===== src/rtl/alu_loader_pkg.sv =====
// Shared types and widths for the ALU operand loader.
package alu_loader_pkg;

    localparam int unsigned OPCODE_W = 2;
    localparam int unsigned FLAGS_W  = 5;

    // Encodings are visible on the state LEDs, so keep them fixed.
    typedef enum logic [2:0] {
        LOAD_A  = 3'd0,
        LOAD_B  = 3'd1,
        LOAD_OP = 3'd2,
        EXEC    = 3'd3,
        SHOW    = 3'd4
    } state_t;

endpackage


===== src/rtl/alu_operand_loader_press_detect.sv =====
// Button press detector: optional two-flop synchronizer followed by a rising-edge detector.
// Macro ENTER_SYNC_EN enables the synchronizer (adds two cycles of latency).
// All flops reset to 1 so a button held through reset release never produces a press.
module press_detect (
    input  logic clk,
    input  logic reset_n,
    input  logic btn,
    output logic press
);

    logic btn_s;
    logic btn_prev;

`ifdef ENTER_SYNC_EN
    logic sync_1;
    logic sync_2;

    // Two-flop synchronizer for the asynchronous button level.
    always_ff @(posedge clk or negedge reset_n) begin
        if (!reset_n) begin
            sync_1 <= 1'b1;
            sync_2 <= 1'b1;
        end else begin
            sync_1 <= btn;
            sync_2 <= sync_1;
        end
    end

    assign btn_s = sync_2;
`else
    assign btn_s = btn;
`endif

    // Remember the previous button level for edge detection.
    always_ff @(posedge clk or negedge reset_n) begin
        if (!reset_n) begin
            btn_prev <= 1'b1;
        end else begin
            btn_prev <= btn_s;
        end
    end

    assign press = btn_s & ~btn_prev;

endmodule


===== src/rtl/alu_operand_loader.sv =====
// Sequential operand entry front end for the four-operation ALU: A, B and OpCode are entered
// on a shared bus with one press each, then the ALU Result/Flags are captured for display.
// Macro ENTER_SYNC_EN (optional) synchronizes the enter button before edge detection.
module alu_operand_loader
    import alu_loader_pkg::*;
#(
    parameter int unsigned M = 8
) (
    input  logic                clk,
    input  logic                reset_n,
    input  logic [M-1:0]        data_in,
    input  logic                enter,
    input  logic                clear,
    output logic [M-1:0]        A,
    output logic [M-1:0]        B,
    output logic [OPCODE_W-1:0] OpCode,
    input  logic [M-1:0]        Result_in,
    input  logic [FLAGS_W-1:0]  Flags_in,
    output logic [M-1:0]        Result_q,
    output logic [FLAGS_W-1:0]  Flags_q,
    output logic [2:0]          state,
    output logic                valid
);

    logic                press;
    state_t              state_q;
    logic [M-1:0]        a_q;
    logic [M-1:0]        b_q;
    logic [OPCODE_W-1:0] opcode_q;
    logic [M-1:0]        result_r;
    logic [FLAGS_W-1:0]  flags_r;
    logic                valid_q;

    press_detect u_press_detect (
        .clk     (clk),
        .reset_n (reset_n),
        .btn     (enter),
        .press   (press)
    );

    // Entry FSM and all data registers; clear takes priority over any press.
    always_ff @(posedge clk or negedge reset_n) begin
        if (!reset_n) begin
            state_q  <= LOAD_A;
            a_q      <= '0;
            b_q      <= '0;
            opcode_q <= '0;
            result_r <= '0;
            flags_r  <= '0;
            valid_q  <= 1'b0;
        end else if (clear) begin
            state_q  <= LOAD_A;
            a_q      <= '0;
            b_q      <= '0;
            opcode_q <= '0;
            result_r <= '0;
            flags_r  <= '0;
            valid_q  <= 1'b0;
        end else begin
            unique case (state_q)
                LOAD_A: begin
                    if (press) begin
                        a_q     <= data_in;
                        state_q <= LOAD_B;
                    end
                end
                LOAD_B: begin
                    if (press) begin
                        b_q     <= data_in;
                        state_q <= LOAD_OP;
                    end
                end
                LOAD_OP: begin
                    if (press) begin
                        opcode_q <= data_in[OPCODE_W-1:0];
                        state_q  <= EXEC;
                    end
                end
                // The ALU has had one full cycle on the registered operands.
                EXEC: begin
                    result_r <= Result_in;
                    flags_r  <= Flags_in;
                    valid_q  <= 1'b1;
                    state_q  <= SHOW;
                end
                SHOW: begin
                    if (press) begin
                        valid_q <= 1'b0;
                        state_q <= LOAD_A;
                    end
                end
                default: begin
                    state_q <= LOAD_A;
                end
            endcase
        end
    end

    assign A        = a_q;
    assign B        = b_q;
    assign OpCode   = opcode_q;
    assign Result_q = result_r;
    assign Flags_q  = flags_r;
    assign state    = state_q;
    assign valid    = valid_q;

endmodule


===== config.mk =====
export PLATFORM = sky130hd
export DESIGN_NAME = alu_operand_loader
export DESIGN_NICKNAME = d
export VERILOG_FILES = /design/src/rtl/alu_loader_pkg.sv /design/src/rtl/alu_operand_loader_press_detect.sv /design/src/rtl/alu_operand_loader.sv
export SDC_FILE = /design/constraint.sdc
export NUM_CORES = 1
export LEC_CHECK = 0
export ABC_AREA = 0
export BUFFER_PORTS_ARGS = -buffer_cell sky130_fd_sc_hd__buf_2
export CAP_MARGIN = 0
export CORE_MARGIN = 2
export CORE_UTILIZATION = 35
export CTS_BUF_LIST = sky130_fd_sc_hd__clkbuf_8
export DETAILED_ROUTE_END_ITERATION = 8
export PLACE_DENSITY_LB_ADDON = 0.3
export SYNTH_ARGS = -nofsm -noshare
export SYNTH_HDL_FRONTEND = slang
export SYNTH_SLANG_ARGS = --single-unit

===== constraint.sdc =====
create_clock -name clk -period 3.4 [get_ports clk]
set_clock_uncertainty 0.15 [all_clocks]
set_input_delay 0.17 -clock clk [delete_from_list [all_inputs] [get_ports clk]]
set_output_delay 0.17 -clock clk [all_outputs]
set_load 0.01 [all_outputs]

# Word level (Yosys, flattened, before mapping)
# Cells that the tools add are included.
# classes
reduce_logical	12
mux	21
n_bitwise	2
eq_ne	8
# ops
cell	count
8-bit two-way mux	7
3-bit two-way mux	5
3-bit case mux with 5 select lines	1
3-bit != test (second input constant)	4
5-bit two-way mux	2
2-bit nonzero test	5
2-bit AND reduction	4
3-bit by 2-bit equality test with 1-bit output (second input constant)	2
2-bit two-way mux	3
4-bit AND reduction	1
3-bit by 1-bit equality test with 1-bit output (second input constant)	1
3-bit equality test (second input constant)	1
3-bit zero test	1
3-bit nonzero test	1
1-bit two-way mux	2
1-bit case mux with 2 select lines	1
1-bit AND	1
1-bit NOT	1
# word_totals
output_inout_bits	35
elab_cells	51
ff_bits	36
inputBits	25

# Depth between registers and ports, before layout
# Gate-level depths: netlist of the first run.
# logic_depth
depth_word	5
ltp_mapped	5
depth_no_buf	3

# Hierarchy
# A second synthesis of the first run with hierarchy kept.
# hier_totals
cells_unflattened	139
hier_area_um2	1687.9
# by_module_without_submodules
mod	cells_per_inst	n_inst	area_each_um2	seq_area_each_um2
alu_operand_loader	137	1	1647.8	875.8
press_detect	2	1	40.0	26.3

# Least setup slack after synthesis of the first run
# Ideal clock, no wire load.
# synth_path
path_kind	register -> register
from	register state_q[2] (netlist: state[2])
to	register flags_r[3] (netlist: Flags_q[3])
stages_incl_launch_ff	6
t_required_ns	3.129
setup_ns	0.121
arrival_time_ns	1.220
slack_ns	1.909
synth_period_minus_slack_ns	1.491
n_path_buf	2
cell_sequence	dfrtp_1 buf_2 nand3b_4 nor2b_4 buf_6 a22o_1
# synth_via
elab_chain_cells	2
# synth_lines
item	line	source
from (decl)	alu_operand_loader.sv:26	state_t state_q;
from (signal assigned)	alu_operand_loader.sv:44	state_q <= LOAD_A;
from (signal assigned)	alu_operand_loader.sv:52	state_q <= LOAD_A;
from (signal assigned)	alu_operand_loader.sv:64	state_q <= LOAD_B;
3-bit by 2-bit equality test with 1-bit output	alu_operand_loader.sv:60	unique case (state_q)
2-bit nonzero test (no line)	--	
to (signal assigned)	alu_operand_loader.sv:82	flags_r <= Flags_in;
to (decl)	alu_operand_loader.sv:31	logic [FLAGS_W-1:0] flags_r;
# Every way passes these cells.
# A chain may end at the register's enable or synchronous reset.

# Worst setup path in the final report of the first run
# layout_path
from	register state_q[2] (netlist: state[2])
to	register flags_r[1] (netlist: Flags_q[1])
# Same word-level chain as after synthesis.

==> impl_results.md, run 1 <==
* Result of the run: complete, no violations
* Clock Latency Late Sink at 0.29 ns
* Share of the clock period used by the worst path at 47.13%
* Share of synthesized area spent on multiplexers at 12.01%
* Pleak at 1.177 nW
* Placed cell area at 1922 um^2
* Die extent in x at 71.49 um
* Setup TNS at 0 ns
* Vertical extent of the die at 71.49 um
* Total power per unit cell area at 397.2 nW/um^2
* Count of port buffers added during placement at 59
* Arithmetic-cell share of the synthesized area counting full adders, half adders and majority gates at 0%
* Layout cell share with drive strength beyond 1 at 39.90%
* Worst-margin pin slew at 0.7821 ns
* Min Clock Period, post-route at 1.603 ns
* Final count of pins violating max slew at 0
* Global-route wire length before repair at 5947 um
* Total standard cell area after synthesis at 1594 um^2
* Maximum buffer depth of the clock tree at 2
* Max Clk Rate at 0.6240 GHz
* Async set or reset register ratio after synthesis at 100.0%
* Global-route track usage on met3 at 4.501%
* Category of the critical setup timing path: reg -> reg
* Predominant post-synthesis flop cell: sky130_fd_sc_hd__dfrtp_1
* Endpoints failing setup at 0
* Synthesized area divided by synthesized cell count at 12.96 um^2
* Largest area contributor in the netlist: sky130_fd_sc_hd__dfrtp_1
* Nets at 223
* Flip-flop and latch count after synthesis at 36
* Overall fraction of global-route tracks in use at 15.25%
* Number of rows in the core area at 24
* Layout Cell Area excl Fill at 2168 um^2
* Syn Nets at 148
* Fraction of the yosys area taken by sequential cells at 56.59%
* Largest net degree at the start of global routing at 37
* XOR/XNOR Fraction of Synth Area at 0%
* Normalized max-slew margin at 47.86%
* Count of boundary I/O pins at 60
* Netlist cell types at 28
* Post-cts gate resize count at 0
* Synth Warn # at 0
* Detailed Place HPWL at 2428 um
* Post-CTS clock slew at the launch and capture registers of the worst setup and hold paths at 0.07 ns
* Min-Delay Path Class: in -> reg
* Final wirelength at 3584 um
* Portion of synthesized cell area occupied by the leading cell type at 54.95%
* EDFF count, synth at 0
* Type of element capturing the critical path: flop
* Vias per cell at 4.840
* DRT antenna net count at 0
* Synthesized-area fraction occupied by and/or/nand/nor cells at 20.41%
* Clock buffer count from CTS at 5
* Number of global-route vias before repair at 1,301
* Sort of element at the start of the critical path: flop
* Global placement routability congestion at 0.8169
* Number of max-cap violations at 0
* Fill cell count at 391
* Floorplan core area at 4384 um^2
* Post-route DRC at 0
* Worst voltage drop across the vdd grid at 0.1713 mV
* Setup crit start: state[2]$_DFFE_PN0P_
* Die outline area at 5110 um^2
* Clock Tree Root: sky130_fd_sc_hd__clkbuf_8
* Biggest area contributors in the synthesized netlist: sky130_fd_sc_hd__dfrtp_1 (55%), sky130_fd_sc_hd__mux2i_1 (11%), sky130_fd_sc_hd__nand2b_1 (10%), sky130_fd_sc_hd__a22o_1 (7.1%), sky130_fd_sc_hd__dfstp_2 (1.6%)
* Unrepaired setup endpoints after global routing: false
* Total congestion overflow at 0
* Most numerous cell in the Yosys netlist: sky130_fd_sc_hd__dfrtp_1
* DRC violation total after the first TritonRoute iteration at 65
* Number of antenna violations at the first check in global routing at 0
* Source of the worst register-to-register timing path: state[2]$_DFFE_PN0P_
* Routed via count at 1,210
* TritonCTS clock tree: done
* Arrival time at the worst endpoint at 1.68 ns
* Post-synthesis compound-gate area fraction at 8.713%
* GRT Max-Usage Layer: met2
* Number of H-tree levels at 2
* Hold Path Origin: data_in[2]
* Clock Sinks at 36
* Iteration count of the initial detailed-routing pass at 4
* Crit Path Max Fanout at 13
* Most frequent cells after synthesis: sky130_fd_sc_hd__dfrtp_1 (35), sky130_fd_sc_hd__nand2b_1 (26), sky130_fd_sc_hd__mux2i_1 (18)
* Largest family of logic cells by synthesized area: simple AND/OR/NAND/NOR gates
* Final count of hold timing violations at 0
* Post-synthesis instance total at 123
* Critical path required time at 3.47 ns
* Met2 track demand over resource at 26.23%
* Area growth from synthesis to layout at 36.03%
* Wire length per cell after detailed routing at 14.34 um
* Initial cell density of the core at 36.36%
* Grt met1 use at 17.12%
* ANT cells at 0
state kept, by name, summed over array words and instances, names as in the netlist:
signal and cells:
valid 1, u_press_detect.btn_prev 1, OpCode 2, A 8, Result_q 8, B 8, state 3, Flags_q 5
repair_timing:
| item | in CTS | in global routing |
|---|---|---|
| setup buffers | 0 | 0 |
| hold endpoints to repair | 49 | 0 |
| hold buffers | 15 | 0 |
cell type report:
type                       instances  area, um^2  area share, %
sequential                        36       902.1          41.60
multi-input combinational         80       655.6          30.24
timing repair buffer              74       445.4          20.54
clock buffer                       7       96.34          4.443
tap                               52       65.06          3.001
inverter                           1       3.754         0.1731
logic make-up after synthesis:
kind of cell,Yosys count
buf+inv,7
simple gates,44
flops,36
mux,19
compound gates,17
critical path, cell delays in order (launching register included):
cell and delay (ns):
sky130_fd_sc_hd__dfrtp_1 0.51, sky130_fd_sc_hd__nand3b_4 0.23, sky130_fd_sc_hd__nor2_2 0.42, sky130_fd_sc_hd__a22o_1 0.22
layer usage:
metal  wire length, um  vias to the layer above
met5                 0                        -
met2              1737                       44
met4                78                        0
met3               277                        8
li1                  -                      578
met1              1490                      580
layout by cell type, fill, tap and decap left out, types with 3 or more instances in the layout:
cell type                       netlist  layout
sky130_fd_sc_hd__mux2i_1             18      18
sky130_fd_sc_hd__clkbuf_8             0       7
sky130_fd_sc_hd__nand2b_1            26      26
sky130_fd_sc_hd__dfrtp_1             35      35
sky130_fd_sc_hd__buf_2                2      59
sky130_fd_sc_hd__a22o_1              13      13
sky130_fd_sc_hd__a21oi_1              3       3
sky130_fd_sc_hd__dlygate4sd3_1        0      15
sky130_fd_sc_hd__nor3_1               3       3
per-stage QoR:
stage	std cells	power (W)	setup WS, ns	utilization, %	hold WS, ns
final	250	0.0008613	1.797	49.46	0.01831
after detailed placement	228	0.0005346	1.820	43.84	0.1510
after floorplan	123	0.0004959	1.909	-	-0.2756
after CTS	250	0.0008732	1.806	49.46	0.01359
after global placement	228	0.0005312	1.922	43.84	0.1258
after global routing	250	0.0008991	1.703	49.46	0.02483
path summary, 6_finish.rpt:
kind,cells past startpoint,endpoint,slack (ns)
worst max-delay path,3,Flags_q[1]$_DFFE_PN0P_,1.80
worst min-delay path,3,A[2]$_DFFE_PN0P_,0.02
worst max register to register,3,Flags_q[1]$_DFFE_PN0P_,1.80
worst min register to register,1,Flags_q[4]$_DFFE_PN0P_,0.36
max in group asynchronous,2,Flags_q[4]$_DFFE_PN0P_,2.25
min in group asynchronous,2,B[1]$_DFFE_PN0P_,0.35
report_power, final:
| group | switching, W | total [W] | internal, W | leakage, nW |
|---|---|---|---|---|
| registers | 0.00000807 | 0.000446 | 0.000438 | 0.495 |
| logic | 0.0000456 | 0.0000925 | 0.0000469 | 0.631 |
| clock network | 0.000142 | 0.000323 | 0.000180 | 0.0503 |
| total | 0.000196 | 0.000861 | 0.000665 | 1.18 |
Note: power is estimated with default switching activity, not from simulation.
==> run 2, diff against run 1 <==
Clock period 3.4 ns to 1.3 ns, I/O delays scaled along.
==> impl_results.md, run 2 (synthesis results as in run 1) <==
* Cell family with the largest share of critical-path delay: flip-flops
* Layout cell share with drive strength beyond 1 at 47.09%
* Placed cell area at 2051 um^2
* Pleak at 1.339 nW
* Critical Path Slowest Stage Cell: sky130_fd_sc_hd__dfrtp_2
* Overall fraction of global-route tracks in use at 16.16%
* Arrival time at the worst endpoint at 1.41 ns
* Crit path buffers/inverters at 1
* Min-Delay Path Class: in -> reg
* Die extent in x at 71.49 um
* Clock Sinks at 36
* Count of port buffers added during placement at 59
* Final wirelength at 3863 um
* Violations in the final reports: negative setup slack
* Area growth from synthesis to layout at 56.75%
* Detailed Place HPWL at 2732 um
* Sort of element at the start of the critical path: flop
* DRT antenna net count at 0
* Initial cell density of the core at 36.36%
* Final count of hold timing violations at 0
* Number of H-tree levels at 2
* Critical path required time at 1.31 ns
* TritonCTS clock tree: done
* Critical-path cell list: nand3b_4 -> nor2b_4 -> buf_12 -> a22o_1
* Unrepaired setup endpoints after global routing: true
* DRC violation total after the first TritonRoute iteration at 40
* Grt met1 use at 18.46%
* Number of antenna violations at the first check in global routing at 0
* Fill cell count at 378
* Met2 track demand over resource at 27.98%
* Crit Path Max Fanout at 13
* Global-route track usage on met3 at 5.345%
* Post-CTS clock slew at the launch and capture registers of the worst setup and hold paths at 0.07 ns
* Worst-case setup slack after placement at -0.2491 ns
* Nets at 248
* Largest net degree at the start of global routing at 22
* ANT cells at 0
* Clock buffer count from CTS at 5
* Routed via count at 1,305
* Count of boundary I/O pins at 60
* Number of max-cap violations at 0
* Type of element capturing the critical path: flop
* Total congestion overflow at 0
* Min Clock Period, post-route at 1.403 ns
* Floorplan core area at 4384 um^2
* GRT Max-Usage Layer: met2
* Final standard cell utilization of the core at 56.99%
* Endpoints failing setup at 31
* Post-route DRC at 0
* Vertical extent of the die at 71.49 um
* Longest individual stage delay on the worst path at 0.45 ns
* Wire length per cell after detailed routing at 14.05 um
* Number of rows in the core area at 24
* Normalized max-slew margin at 69.15%
* Share of the clock period used by the worst path at 107.9%
* Total power per unit cell area at 933.3 nW/um^2
* Final count of pins violating max slew at 0
* Worst setup slack after layout at -0.1030 ns
* Vias per cell at 4.745
* Clock Tree Root: sky130_fd_sc_hd__clkbuf_8
* Most common library cell in the layout ignoring fill and taps: sky130_fd_sc_hd__buf_2
* Result of the run: finished, violations left
* Die outline area at 5110 um^2
* Maximum buffer depth of the clock tree at 2
* Global placement routability congestion at 0.8108
* Clock Latency Late Sink at 0.28 ns
* Setup TNS at -2.241 ns
* Worst-margin pin slew at 0.4627 ns
* Max Clk Rate at 0.7127 GHz
* Layout Cell Area excl Fill at 2499 um^2
* Commonest cells after routing, fill and taps aside: sky130_fd_sc_hd__buf_2 (58), sky130_fd_sc_hd__dfrtp_1 (32), sky130_fd_sc_hd__nand2b_1 (26)
* Global-route wire length before repair at 6451 um
* Worst voltage drop across the vdd grid at 0.4992 mV
* Iteration count of the initial detailed-routing pass at 4
* Category of the critical setup timing path: reg -> reg
* Number of global-route vias before repair at 1,451
==> run 2: cell types whose count changed in the layout (fill, tap and decap cells not counted), moves of 3 or more <==
| cell | delta |
|---|---|
| sky130_fd_sc_hd__dfrtp_1 | -3 |
| sky130_fd_sc_hd__dfrtp_2 | +3 |
| sky130_fd_sc_hd__nor3_2 | +3 |
| sky130_fd_sc_hd__nor3_1 | -3 |
| sky130_fd_sc_hd__buf_6 | +6 |
| sky130_fd_sc_hd__dlygate4sd3_1 | +8 |
| sky130_fd_sc_hd__buf_12 | +4 |
| sky130_fd_sc_hd__buf_4 | +8 |
==> run 2: worst paths after layout <==
check                                  startpoint                      to  slack [ns]  cells past startpoint
setup / recovery             state[2]$_DFFE_PN0P_  Flags_q[1]$_DFFE_PN0P_       -0.10                      4
hold / removal                              enter    state[0]$_DFFE_PN0P_        0.10                      4
setup reg to reg             state[2]$_DFFE_PN0P_  Flags_q[1]$_DFFE_PN0P_       -0.10                      4
hold reg to reg            Flags_q[0]$_DFFE_PN0P_  Flags_q[0]$_DFFE_PN0P_        0.35                      1
max in group asynchronous                 reset_n    state[2]$_DFFE_PN0P_        0.42                      3
min in group asynchronous                 reset_n        A[1]$_DFFE_PN0P_        0.11                      2
==> run 2: final cells by class <==
cell class              count  area (um^2)  share of cell area, %
flip-flops and latches     36        905.9                  36.25
repair buffers             99        728.2                  29.14
multi-input cells          80        699.4                  27.99
clock buffers               7        96.34                  3.856
well taps                  52        65.06                  2.604
inverters                   1        3.754                 0.1502
==> run 2: worst reg2reg max path, stage by stage (launching register included) <==
cell and delay, ns:
sky130_fd_sc_hd__dfrtp_2 0.45, sky130_fd_sc_hd__nand3b_4 0.19, sky130_fd_sc_hd__nor2b_4 0.15, sky130_fd_sc_hd__buf_12 0.15, sky130_fd_sc_hd__a22o_1 0.21
==> run 2: repair_timing <==
action                     CTS  global route
hold endpoints to repair    68             0
resized for setup            9             7
pin swaps                   10             8
hold buffers                23             0
setup buffers                6             3
setup endpoints to repair   33            36
==> run 2: where the power goes <==
group	leakage, nW	switching [W]	internal [W]	total [W]
logic	0.798	0.000148	0.000192	0.000339
clock network	0.0503	0.000359	0.000471	0.000830
registers	0.491	0.0000157	0.00115	0.00116
total	1.34	0.000522	0.00181	0.00233
==> run 2: per-layer routing <==
metal | vias up | share of wire [%] | wire (um)
li1 | 623 | - | -
met3 | 7 | 6.8 | 264
met1 | 625 | 41 | 1585
met4 | 0 | 1.4 | 53
met5 | - | 0 | 0
met2 | 50 | 51 | 1960
==> run 2: metrics by stage <==
stage | hold WS, ns | cells | power, W
after floorplan | -0.3806 | 123 | 0.001302
after global placement | -0.1212 | 239 | 0.001424
after detailed placement | -0.1093 | 239 | 0.001436
after CTS | 0.09930 | 274 | 0.002342
after global routing | 0.1096 | 275 | 0.002438
final | 0.1045 | 275 | 0.002332
==> run 3, diff against run 2 <==
Settings changed: RECOVER_POWER set to 50.
==> impl_results.md, run 3 (synthesis results as in run 1) <==
* Number of rows in the core area at 24
* Unrepaired setup endpoints after global routing: true
* Total congestion overflow at 0
* Min-Delay Path Class: in -> async
* Share of the clock period used by the worst path at 107.9%
* Number of H-tree levels at 2
* Worst Reg-to-Reg Cells at 4
* Max Clk Rate at 0.7127 GHz
* Worst-margin pin slew at 0.4739 ns
* Die outline area at 5110 um^2
* Routed via count at 1,307
* Worst-case setup slack after placement at -0.2491 ns
* Post-CTS clock slew at the launch and capture registers of the worst setup and hold paths at 0.07 ns
* DRT antenna net count at 0
* Global placement routability congestion at 0.8108
* Layout cell share with drive strength beyond 1 at 46.64%
* Clock Tree Root: sky130_fd_sc_hd__clkbuf_8
* Worst voltage drop across the vdd grid at 0.5299 mV
* Final count of hold timing violations at 0
* Vertical extent of the die at 71.49 um
* Count of boundary I/O pins at 60
* Die extent in x at 71.49 um
* Detailed Place HPWL at 2732 um
* Maximum buffer depth of the clock tree at 2
* Reg2Reg Setup Slack at -0.10 ns
* Arrival time at the worst endpoint at 1.41 ns
* Type of element capturing the critical path: flop
* Global-route wire length before repair at 6451 um
* Final wirelength at 3848 um
* Min Clock Period, post-route at 1.403 ns
* Number of global-route vias before repair at 1,451
* Count of port buffers added during placement at 59
* Nets at 248
* Critical path required time at 1.31 ns
* Wire length per cell after detailed routing at 13.99 um
* Commonest cells after routing, fill and taps aside: sky130_fd_sc_hd__buf_2 (56), sky130_fd_sc_hd__dfrtp_1 (32), sky130_fd_sc_hd__nand2b_1 (26)
* Overall fraction of global-route tracks in use at 16.16%
* Terminus of the critical flop-to-flop path: Flags_q[1]$_DFFE_PN0P_
* Post-route DRC at 0
* Final count of pins violating max slew at 0
* ANT cells at 0
* Area growth from synthesis to layout at 55.89%
* DRC violation total after the first TritonRoute iteration at 45
* Normalized max-slew margin at 68.41%
* Pleak at 1.331 nW
* Sort of element at the start of the critical path: flop
* Number of antenna violations at the first check in global routing at 0
* Category of the critical setup timing path: reg -> reg
* Endpoints failing setup at 31
* Vias per cell at 4.753
* Floorplan core area at 4384 um^2
* Initial cell density of the core at 36.36%
* Largest net degree at the start of global routing at 22
* Violations in the final reports: negative setup slack
* Clock Latency Late Sink at 0.28 ns
* Result of the run: finished, violations left
* Number of max-cap violations at 0
* Clock Sinks at 36
* Most common library cell in the layout ignoring fill and taps: sky130_fd_sc_hd__buf_2
* Clock buffer count from CTS at 5
* Source of the worst register-to-register timing path: state[2]$_DFFE_PN0P_
* Crit Path Max Fanout at 13
* Fill cell count at 380
* Iteration count of the initial detailed-routing pass at 4
* TritonCTS clock tree: done
* Setup TNS at -2.248 ns
* Worst setup slack after layout at -0.1031 ns
* Total power per unit cell area at 935.8 nW/um^2
* Total Power at 0.002325 W
[run 3: repair_timing]
action | 4_1_cts | 5_1_grt
pin swaps | 10 | 8
hold endpoints to repair | 68 | 0
cloned | 0 | 0
gates resized for setup | 9 | 7
hold buffers | 23 | 0
buffers inserted | 6 | 3
endpoints found under the setup margin | 33 | 36
[run 3: report_power, final]
part	total, W	switching [W]	leakage [nW]	internal, W
sequential	0.00116	0.0000157	0.491	0.00115
clock	0.000829	0.000358	0.0503	0.000471
combinational	0.000334	0.000147	0.790	0.000187
total	0.00233	0.000520	1.33	0.00181
[run 3: worst max path at each step]
stage	slack, ns	cells past startpoint	endpoint	from
floorplan	-0.13	5	Flags_q[3]$_DFFE_PN0P_	state[2]$_DFFE_PN0P_
global placement	-0.13	4	Result_q[2]$_DFFE_PN0P_	state[0]$_DFFE_PN0P_
detailed placement	-0.25	4	Flags_q[1]$_DFFE_PN0P_	state[0]$_DFFE_PN0P_
CTS	-0.1	3	B[1]$_DFFE_PN0P_	state[2]$_DFFE_PN0P_
global route	-0.17	4	A[4]$_DFFE_PN0P_	u_press_detect.btn_prev$_DFF_PN1_
finish	-0.10	4	Flags_q[1]$_DFFE_PN0P_	state[2]$_DFFE_PN0P_
[run 3: layout make-up]
| class | instances | area [um^2] | area share [%] |
|---|---|---|---|
| multi-input combinational | 80 | 699.4 | 28.15 |
| tap | 52 | 65.06 | 2.618 |
| inverter | 1 | 3.754 | 0.1511 |
| sequential | 36 | 905.9 | 36.46 |
| clock buffer | 7 | 96.34 | 3.877 |
| timing repair buffer | 99 | 714.4 | 28.75 |
[run 3: per-layer routing]
layer / track usage (%) / routed length [um]
met1: 18.46 / 1591
met2: 27.98 / 1944
met3: 5.345 / 259
met4: 6.289 / 53
met5: 0 / 0
[run 3: critical path: stages, from the launching register on]
cell and delay, ns:
sky130_fd_sc_hd__dfrtp_2 0.45, sky130_fd_sc_hd__nand3b_4 0.19, sky130_fd_sc_hd__nor2b_4 0.15, sky130_fd_sc_hd__buf_12 0.15, sky130_fd_sc_hd__a22o_1 0.21
[run 3: per-stage QoR]
stage          std cells  hold slack, ns  utilization, %  area, um^2
5_1_grt              275          0.1496           56.68        2485
4_1_cts              274         0.09930           55.88        2450
3_3_place_gp         239         -0.1212           46.78        2051
2_1_floorplan        123         -0.3806               -        1609
3_5_place_dp         239         -0.1093           46.78        2051
6_report             275          0.1121           56.68        2485
